**src/rtl/ram_pkg.sv**
```systemverilog
// Shared constants for the multi-read, single-write RAM: controller state
// encodings and the write-lane count helper.
package ram_pkg;

   localparam logic [0:0] ST_CLEAR = 1'b0;
   localparam logic [0:0] ST_RUN   = 1'b1;

   function automatic int lane_count(input int bw, input int lw);
      return bw / lw;
   endfunction

endpackage

```
**src/rtl/ram_clear_ctrl.sv**
```systemverilog
// CLEAR/RUN controller: after reset it walks every address once so the
// storage array can be zeroed, then parks in RUN.
module ram_clear_ctrl
   import ram_pkg::*;
#(
   parameter int addr_width = 3
) (
   input  logic                  clk,
   input  logic                  rst,
   input  logic                  gwe,
   output logic                  busy,
   output logic [addr_width-1:0] cnt
);

   logic [0:0] state;

   // Everything freezes while gwe is low, reset included.
   always_ff @(posedge clk) begin
      if (gwe) begin
         if (rst) begin
            state <= ST_CLEAR;
            cnt   <= '0;
         end else if (state == ST_CLEAR) begin
            if (&cnt) begin
               state <= ST_RUN;
               cnt   <= '0;
            end else begin
               cnt <= cnt + addr_width'(1);
            end
         end
      end
   end

   assign busy = (state == ST_CLEAR);

endmodule

```
**src/rtl/ram_nr1w.sv**
```systemverilog
// Parameterised RAM with num_rports read ports, one lane-masked write port,
// a self-clearing reset sequence and optional registered reads with forwarding.
module ram_nr1w
   import ram_pkg::*;
#(
   parameter int bit_width  = 16,
   parameter int addr_width = 3,
   parameter int num_rports = 2,
   parameter int lane_width = 8,
   parameter int reg_read   = 0,
   parameter int bypass     = 1
) (
   input  logic                             clk,
   input  logic                             rst,
   input  logic                             gwe,
   input  logic [num_rports*addr_width-1:0] rsel,
   output logic [num_rports*bit_width-1:0]  rdata,
   input  logic [addr_width-1:0]            wsel,
   input  logic [bit_width-1:0]             wdata,
   input  logic                             we,
   input  logic [lane_count(bit_width, lane_width)-1:0] wmask,
   output logic                             clr_busy
);

   localparam int depth = 2**addr_width;
   localparam int lanes = lane_count(bit_width, lane_width);

   logic [bit_width-1:0]  mem [depth];
   logic [addr_width-1:0] clr_cnt;
   logic                  wr_en;

   function automatic logic [bit_width-1:0] merge_lanes(
      input logic [bit_width-1:0] old_word,
      input logic [bit_width-1:0] new_word,
      input logic [lanes-1:0]     mask
   );
      logic [bit_width-1:0] res;
      res = old_word;
      for (int k = 0; k < lanes; k++) begin
         if (mask[k]) res[k*lane_width +: lane_width] = new_word[k*lane_width +: lane_width];
      end
      return res;
   endfunction

   ram_clear_ctrl #(
      .addr_width(addr_width)
   ) u_ctrl (
      .clk  (clk),
      .rst  (rst),
      .gwe  (gwe),
      .busy (clr_busy),
      .cnt  (clr_cnt)
   );

   // Reset wins over a same-edge write; user writes are dropped while clearing.
   assign wr_en = we & ~rst & ~clr_busy;

   always_ff @(posedge clk) begin
      if (gwe) begin
         if (clr_busy) begin
            mem[clr_cnt] <= '0;
         end else if (wr_en) begin
            mem[wsel] <= merge_lanes(mem[wsel], wdata, wmask);
         end
      end
   end

   for (genvar p = 0; p < num_rports; p++) begin : g_rport
      logic [addr_width-1:0] rsel_p;
      logic [bit_width-1:0]  word;

      assign rsel_p = rsel[p*addr_width +: addr_width];
      assign word   = mem[rsel_p];

      if (reg_read == 0) begin : g_comb
         assign rdata[p*bit_width +: bit_width] = clr_busy ? '0 : word;
      end else begin : g_reg
         logic [bit_width-1:0] rd_next;
         logic [bit_width-1:0] rd_p1;

         // With forwarding, a colliding write is seen as the merged new word.
         always_comb begin
            rd_next = word;
            if (rst || clr_busy) begin
               rd_next = '0;
            end else if ((bypass != 0) && wr_en && (wsel == rsel_p)) begin
               rd_next = merge_lanes(word, wdata, wmask);
            end
         end

         // Read register, one edge of latency
         always_ff @(posedge clk) begin
            if (gwe) rd_p1 <= rd_next;
         end

         assign rdata[p*bit_width +: bit_width] = rd_p1;
      end
   end

endmodule

```
**config.mk**
```make
export PLATFORM = sky130hd
export DESIGN_NAME = ram_nr1w
export DESIGN_NICKNAME = d
export VERILOG_FILES = /design/src/rtl/ram_pkg.sv /design/src/rtl/ram_clear_ctrl.sv /design/src/rtl/ram_nr1w.sv
export SDC_FILE = /design/constraint.sdc
export NUM_CORES = 1
export LEC_CHECK = 0
export ABC_AREA = 1
export CAP_MARGIN = 10
export CORE_MARGIN = 2
export CORE_UTILIZATION = 58
export DETAILED_ROUTE_END_ITERATION = 8
export PLACE_DENSITY = 0.9
export SYNTH_ARGS = -nofsm -noshare
export SYNTH_HDL_FRONTEND = slang
export SYNTH_SLANG_ARGS = --single-unit
```
**constraint.sdc**
```tcl
create_clock -name clk -period 2.1 [get_ports clk]
set_clock_uncertainty 0.05 [all_clocks]
set_input_delay 0.42 -clock clk [delete_from_list [all_inputs] [get_ports clk]]
set_output_delay 0.42 -clock clk [all_outputs]
set_load 0.03 [all_outputs]
```
**After elaboration in Yosys (flattened, before gate mapping)**

Memories as Yosys holds them, arrays and structs flattened.
Cells that the tools add are included.

- Add/subtract/negate cells: 1
- Multipliers: 0
- Divide/modulo/power cells: 0
- Order comparisons: 0
- Equal/unequal tests: 3
- Shift operators: 0
- Mux-type cells: 24
- Bitwise operators: 4
- Reduce and logical (&&, ||, !) cells: 5

Operators with widths:

| cell | count |
|---|---|
| $mux 8 | 8 |
| $mux 16 | 3 |
| $reduce_or 16->1 | 1 |
| $mux 1 | 9 |
| $mux 3 | 3 |
| $ne 4x4->1 const B | 2 |
| $reduce_and 2->1 | 3 |
| $add 3x1->3 const B | 1 |
| $reduce_and 3->1 | 1 |
| $and 1x1->1 | 2 |
| $mux 2 | 1 |
| $ne 2x2->1 const B | 1 |
| $not 1->1 | 2 |

- Register bits: 4
- Bits in latches: 0
- Memory bits (writable): 128
- Memory bits (read-only): 0
- Input bits: 31
- Output and inout port bits: 33
- Word-level logic and storage cells: 40
- Memories kept: 1

Memories:

| memory | words | width | read ports | clocked after Yosys merged registers in | wr ports | line | RTL |
|---|---|---|---|---|---|---|---|
| mem | 8 | 16 | 2 | 0 | 1 | ram_nr1w.sv:28 | `logic [bit_width-1:0] mem [depth];` |

**Logic depth before layout (Yosys ltp)**

Gate-level depths: netlist of the first run.

- Word-level depth: 10
- Depth in mapped cells: 9

**Hierarchy**

A second synthesis of the first run with hierarchy kept.

- Cells, all modules: 758
- Area, all modules: 6901.6 um^2

By module, submodules not included:

| module | times used | cells an instance | area an instance (um^2) | sequential area each (um^2) |
|---|---|---|---|---|
| ram_nr1w | 1 | 739 | 6703.9 | 3843.7 |
| ram_clear_ctrl | 1 | 19 | 197.7 | 120.1 |

**Worst setup path before layout of the first run**

No wires, ideal clock.

- Path type: input port to output port
- From: input port rsel[1]
- To: output port rdata[11]
- Data arrival time: 1.504 ns
- Required time: 1.630 ns
- Slack: 0.126 ns
- Cell stages on the path: 6
- Cell sequence: buf_4 > clkbuf_1 > o211ai_1 > nand3_1 > nand2_1 > nor2_1

- Longest elaborated chain between the ends: 2

RTL lines:

| what | line | RTL |
|---|---|---|
| start, declared | ram_nr1w.sv:16 | `input logic [num_rports*addr_width-1:0] rsel,` |
| $mem_v2 8x16 | - |  |
| $mux 16 | ram_nr1w.sv:76 | `assign rdata[p*bit_width +: bit_width] = clr_busy ? '0 : word;` |
| end, declared | ram_nr1w.sv:17 | `output logic [num_rports*bit_width-1:0] rdata,` |

Every way passes these cells.

==> results of run 1 <==
## state kept, by name (all words and copies together) (netlist names)
| name | count |
|---|---|
| u_ctrl.state | 1 |
| u_ctrl.cnt | 3 |
| mem | 128 |
## where the power goes
part	internal (mW)	switching, mW	total (mW)
Combinational	0.343	0.589	0.932
Clock	1.70	0.996	2.70
Sequential	2.94	0.0340	2.98
Total	4.99	1.62	6.61
## synthesized netlist by cell type
cell      count  area share [%]
a21oi_1      66             4.7
buf_1         3            0.16
buf_2        16             1.1
buf_4         6            0.64
buf_6         3            0.48
clkbuf_1     23             1.2
clkbuf_2      3            0.21
edfxtp_1    132              57
ha_1          2            0.36
inv_1        79             4.2
inv_2         1           0.054
nand2_1      73             3.9
nand2_2       6            0.54
nand2_4       2            0.32
nand3_1      32             2.3
nand3_2       8             1.1
nor2_1      121             6.5
nor2_4       10             1.6
nor2_8        1            0.29
o211ai_1     38             4.1
o21ai_0     113             8.1
o21ai_1      17             1.2
o21ai_2       1            0.13
## worst max-delay path, stage by stage (launching register included)
cell and delay [ns]:
edfxtp_1 0.32, inv_1 0.06, a21oi_1 0.19, o21ai_0 0.17
nand3_1 0.10, nand2_1 0.09, nor2_2 0.18, buf_4 0.19
## through the flow
| step | power, mW | hold WS (ns) | instances |
|---|---|---|---|
| after CTS | 6.54 | 0.600 | 986 |
| after detailed placement | 3.88 | 0.592 | 956 |
| final | 6.61 | 0.598 | 990 |
| after global placement | 3.85 | 0.574 | 956 |
| after floorplan | 3.55 | 0.482 | 756 |
| after global routing | 6.79 | 0.619 | 990 |
## per-layer routing
| layer | up-vias | GRT usage (%) | wire length (um) |
|---|---|---|---|
| li1 | 2770 | - | - |
| met1 | 2793 | 40.3 | 6930 |
| met2 | 528 | 46.7 | 9100 |
| met3 | 82 | 5.53 | 2440 |
| met4 | 0 | 10.1 | 732 |
| met5 | - | 0 | 0 |
## repair_timing
item / CTS / global route
endpoints found under the setup margin: 9 / 18
buffers inserted: 1 / 0
gates cloned: 0 / 4
pin swaps: 0 / 9
gates resized for setup: 2 / 34
## final cells by class
class / count / share of cell area, %
Sequential cell: 132 / 46.1
Multi-Input combinational cell: 490 / 29.1
Timing Repair Buffer: 112 / 13.0
Clock buffer: 21 / 5.12
Inverter: 80 / 3.55
Tap cell: 147 / 2.14
Clock inverter: 8 / 1.02
## worst max-delay path by stage
stage,start,slack [ns],end
after floorplan,rsel[1],0.13,rdata[11]
after global placement,gwe,-0.17,mem[7][4]
after detailed placement,wmask[1],-0.29,mem[4][14]
after CTS,rsel[5],0.001,rdata[23]
after global routing,mem[5][7],-0.12,rdata[23]
final,mem[5][7],-0.07,rdata[23]
## logic make-up (layout without fill, tap and decap cells)
group                    after synthesis  in the layout
AND/OR/NAND/NOR                      253            253
AO/OA/AOI/OAI                        235            235
buffers and inverters                134            221
flip-flops                           132            132
adder cells (fa/ha/maj)                2              2
==> results_dict.tcl, run 1 <==
set metrics [dict create \
    status "complete, but fails checks" \
    violations "negative setup slack" \
    place.detailed.hpwl_mm 11.9 \
    design.core.area_um2 11900 \
    critical_path_arrival_ns 1.70 \
    drive_gt1_share_pct 17.8 \
    layout.nets 866 \
    synth_top_family_by_area "compound AO/OA/AOI/OAI gates" \
    diodes 0 \
    crit_path_end_kind "primary output" \
    die_y_um 114 \
    antenna_found_initial 0 \
    finalCritPeriodShare_pct 103 \
    fmax_mhz 461 \
    syn_to_final_growth_pct 23.0 \
    tns_ns -0.101 \
    overflow 0 \
    hold_depth 1 \
    setup_slack_ns -0.0671 \
    peakVddDrop_uv 533 \
    cp-start-kind "flop" \
    synth_compound_area_share_pct 18.2 \
    worstHoldEndpoint "u_ctrl.cnt[0]" \
    syn-num-nets 789 \
    seqCellArea_um2 3960 \
    cts_sinks 132 \
    htree_num_levels 4 \
    grt_use_total_pct 29.1 \
    clk_path_buf_depth 2 \
    cp_max_fo 2 \
    synthXorXnorAreaFrac_pct 0 \
    stdcell_area_um2 8610 \
    start_util_pct 58.7 \
    synth-simple-area-share_pct 16.6 \
    io_buffers 63 \
    vias 6173 \
    fillers 759 \
    wl_per_cell_um 19.4 \
    cts_tree "built" \
    worstReg2RegEnd "mem[4][0]" \
    post-route-util_pct 72.3 \
    holdBufCountCts 0 \
    ys_types 23 \
    leakagePower_nw 3.34 \
    rr_startpoint "u_ctrl.state" \
    vias_per_cell 6.24 \
    numCtsBuffers 17 \
    maxSlewHeadroom_pct 60.3 \
    critPathKind "flop to primary output" \
    max_cap_violations 0 \
    post_synth.cell_area_avg_um2 9.25 \
    place.gp.congestion 0.857 \
    drt-initial-drc-count 1055 \
    hold_viol 0 \
    multiInputGateArea_um2 2510 \
    period_needed_ns 2.17 \
    io_pins 64 \
    drt.antenna.violating_nets 0 \
    cellPowerDensity_nw_per_um2 768 \
    holdCritPathClass "flop to flop" \
    ys_seq_area_share_pct 56.7 \
    slew_violations 0 \
    clk_pin_slew_ns 0.05 \
    synthCells 756 \
    hold_start "u_ctrl.cnt[0]" \
    worst-slew-pin-transition_ns 0.594 \
    num_rows 40 \
    rr_worst_depth 9 \
    synthMuxAreaShare_pct 0 \
    die_x_um 114 \
    drc 0 \
    grt_pass1_wl_mm 28.7 \
    wl_mm 19.2 \
    grt_pass1_vias 5473 \
    root_buffer "clkbuf_16" \
    design.die.area_um2 13000 \
    most-common-layout-cells "132 x edfxtp_1, 118 x nor2_1, 99 x o21ai_0" \
    place_area_um2 7920 \
    first_pass_iters 9 \
    r2r_setup_slack_ns 0.03 \
    final_common_cell "edfxtp_1" \
    synth-warning-count 0 \
    critPathRequiredTime_ns 1.63 \
    rsz0062_at_grt "yes" \
    ys_seq_elements 132 \
    clkLatencyLatePin_ns 0.42 \
    syn_area_um2 7000 \
    pre_cts_slack_ns -0.289 \
    grt_max_degree 55 \
    synth_fa_ha_area_share_pct 0.358 \
    setup_viol 3 \
]
No activity file was read; power rests on OpenSTA's default activity.
==> inputs of run 2 (changes only) <==
- CORE_UTILIZATION: 58 -> 24
- PLACE_DENSITY: 0.9 -> 0.5
- TNS_END_PERCENT: not set -> 50
==> run 2 against run 1 <==
Effect of this change:
- the flow now finishes without violations
- sequential share of layout area is 3.4 points lower
- hold slack worse by 0.012 ns
- first-iteration DRC count is 53% lower
- register-to-register slack better by 0.14 ns
- combinational power is 5.6% higher
- largest power group is now clock
==> results_dict.tcl, run 2 (synthesis gave the netlist of run 1 again) <==
set metrics [dict create \
    peakVddDrop_uv 506 \
    grt_max_degree 36 \
    maxSlewHeadroom_pct 50.9 \
    place.gp.congestion 0.782 \
    top_register "mem" \
    most-common-layout-cells "132 x edfxtp_1, 107 x nor2_1, 99 x o21ai_0" \
    hold_viol 0 \
    num_rows 62 \
    clk_path_buf_depth 2 \
    finalCritPeriodShare_pct 97.3 \
    status "complete, no violations" \
    largest_register_ffs 128 \
    htree_num_levels 4 \
    power.share.clock_pct 43.3 \
    drt.antenna.violating_nets 0 \
    grt_pass1_wl_mm 30.5 \
    cp-start-kind "primary input" \
    vias 5631 \
    crit_path_end_kind "primary output" \
    cts_tree "built" \
    seqCellArea_um2 3960 \
    first_pass_iters 6 \
    combPwrFrac_pct 14.1 \
    tns_ns 0 \
    overflow 0 \
    final_common_cell "edfxtp_1" \
    critPathKind "primary input to primary output" \
    critPathRequiredTime_ns 1.63 \
    cellPowerDensity_nw_per_um2 750 \
    dp.cells 1208 \
    p_int_mw 5.32 \
    numCtsBuffers 17 \
    leakagePower_nw 3.50 \
    sw_frac_of_total_pct 23.7 \
    place_area_um2 8370 \
    grt_pass1_vias 5427 \
    multiInputGateArea_um2 2550 \
    period_needed_ns 2.04 \
    start_util_pct 24.4 \
    switchingPower_mw 1.66 \
    clk_pin_slew_ns 0.05 \
    stdcell_area_um2 9300 \
    diodes 0 \
    fmax_mhz 490 \
    worst-slew-pin-transition_ns 0.733 \
    wl_per_cell_um 16.1 \
    layout.nets 883 \
    io_pins 64 \
    reg_top3 "mem x128, u_ctrl.cnt x3, u_ctrl.state x1" \
    finalPower_mw 6.98 \
    place.detailed.hpwl_mm 14.4 \
    fillers 2971 \
    io_buffers 63 \
    design.die.area_um2 30500 \
    drc 0 \
    vias_per_cell 4.52 \
    setup_viol 0 \
    pwr-share-seq_pct 42.6 \
    antenna_found_initial 0 \
    rsz0062_at_grt "yes" \
    slew_violations 0 \
    cp_max_fo 32 \
    holdCritPathClass "flop to flop" \
    holdBufCountCts 0 \
    root_buffer "clkbuf_16" \
    clkLatencyLatePin_ns 0.40 \
    grt_use_total_pct 13.0 \
    wl_mm 20.1 \
    drive_gt1_share_pct 21.6 \
    fin_cells 1247 \
    syn_to_final_growth_pct 33.0 \
    cts_sinks 132 \
    critical_path_arrival_ns 1.57 \
    die_y_um 175 \
    max_cap_violations 0 \
    die_x_um 175 \
    design.core.area_um2 28700 \
    drt-initial-drc-count 495 \
]
run 2: cell types whose count changed in the layout (fill, tap and decap cells not counted), moves of 3 or more:
cell        change
nand2_1         -3
nor2_1         -11
nand2_2         +3
buf_12          +4
clkinvlp_4      +5
nor2_2          +9
buf_6           +9
clkinv_2        -3
run 2: per-layer routing:
metal  up-vias  global-route usage [%]  routed length [um]
met2       163                    19.7                9010
met5         -                       0                   0
li1       2798                       -                   -
met3        24                    2.15                 907
met4         0                    4.31                 377
met1      2646                    18.8                9840
run 2: layout make-up:
type,instances,area share [%]
well taps,384,5.16
inverters,80,3.23
multi-input cells,490,27.5
clock inverters,13,1.98
clock buffers,19,4.65
repair buffers,129,14.9
flip-flops and latches,132,42.6
run 2: worst paths after layout:
path | start | to | slack [ns] | cells past startpoint
hold reg to reg | u_ctrl.cnt[0] | u_ctrl.cnt[0] | 0.59 | 1
setup reg to reg | u_ctrl.state | mem[6][8] | 0.17 | 10
hold / removal | u_ctrl.cnt[0] | u_ctrl.cnt[0] | 0.59 | 1
setup / recovery | rsel[0] | rdata[10] | 0.06 | 9
run 2: critical path, stage by stage:
cell and delay (ns):
buf_2 0.12, buf_12 0.15, buf_12 0.17, a21oi_1 0.14, o21ai_0 0.09, nand3_1 0.08, nand2_1 0.08, nor2_2 0.14
buf_4 0.17
run 2: power groups by stage:
stage          registers (mW)  logic [mW]  clock network, mW
2_1_floorplan            3.01       0.539                  0
4_1_cts                  2.97       0.928               3.06
3_5_place_dp             3.03       0.903                  0
3_3_place_gp             3.03       0.899                  0
6_report                 2.97       0.984               3.02
5_1_grt                  2.98        1.08               3.18
run 2: stage by stage:
step,setup WS (ns),hold slack [ns],utilization [%]
final,0.0572,0.586,32.4
after CTS,0.0286,0.588,31.6
after global routing,-0.0265,0.623,32.4
after floorplan,0.126,0.482,-
after detailed placement,-0.270,0.580,29.2
after global placement,-0.254,0.575,29.2
run 2: timing repair:
action,in CTS,in global routing
pin swaps,0,17
setup endpoints to repair,33,76
gates resized for setup,13,49
buffers inserted,1,0
hold endpoints to repair,0,0
cloned,1,5
==> inputs of run 3 (changes only) <==
- CTS_CLUSTER_DIAMETER: not set -> 100
==> results of run 3 <==
No change in the layout: final DEF, timing and power equal those of run 2.
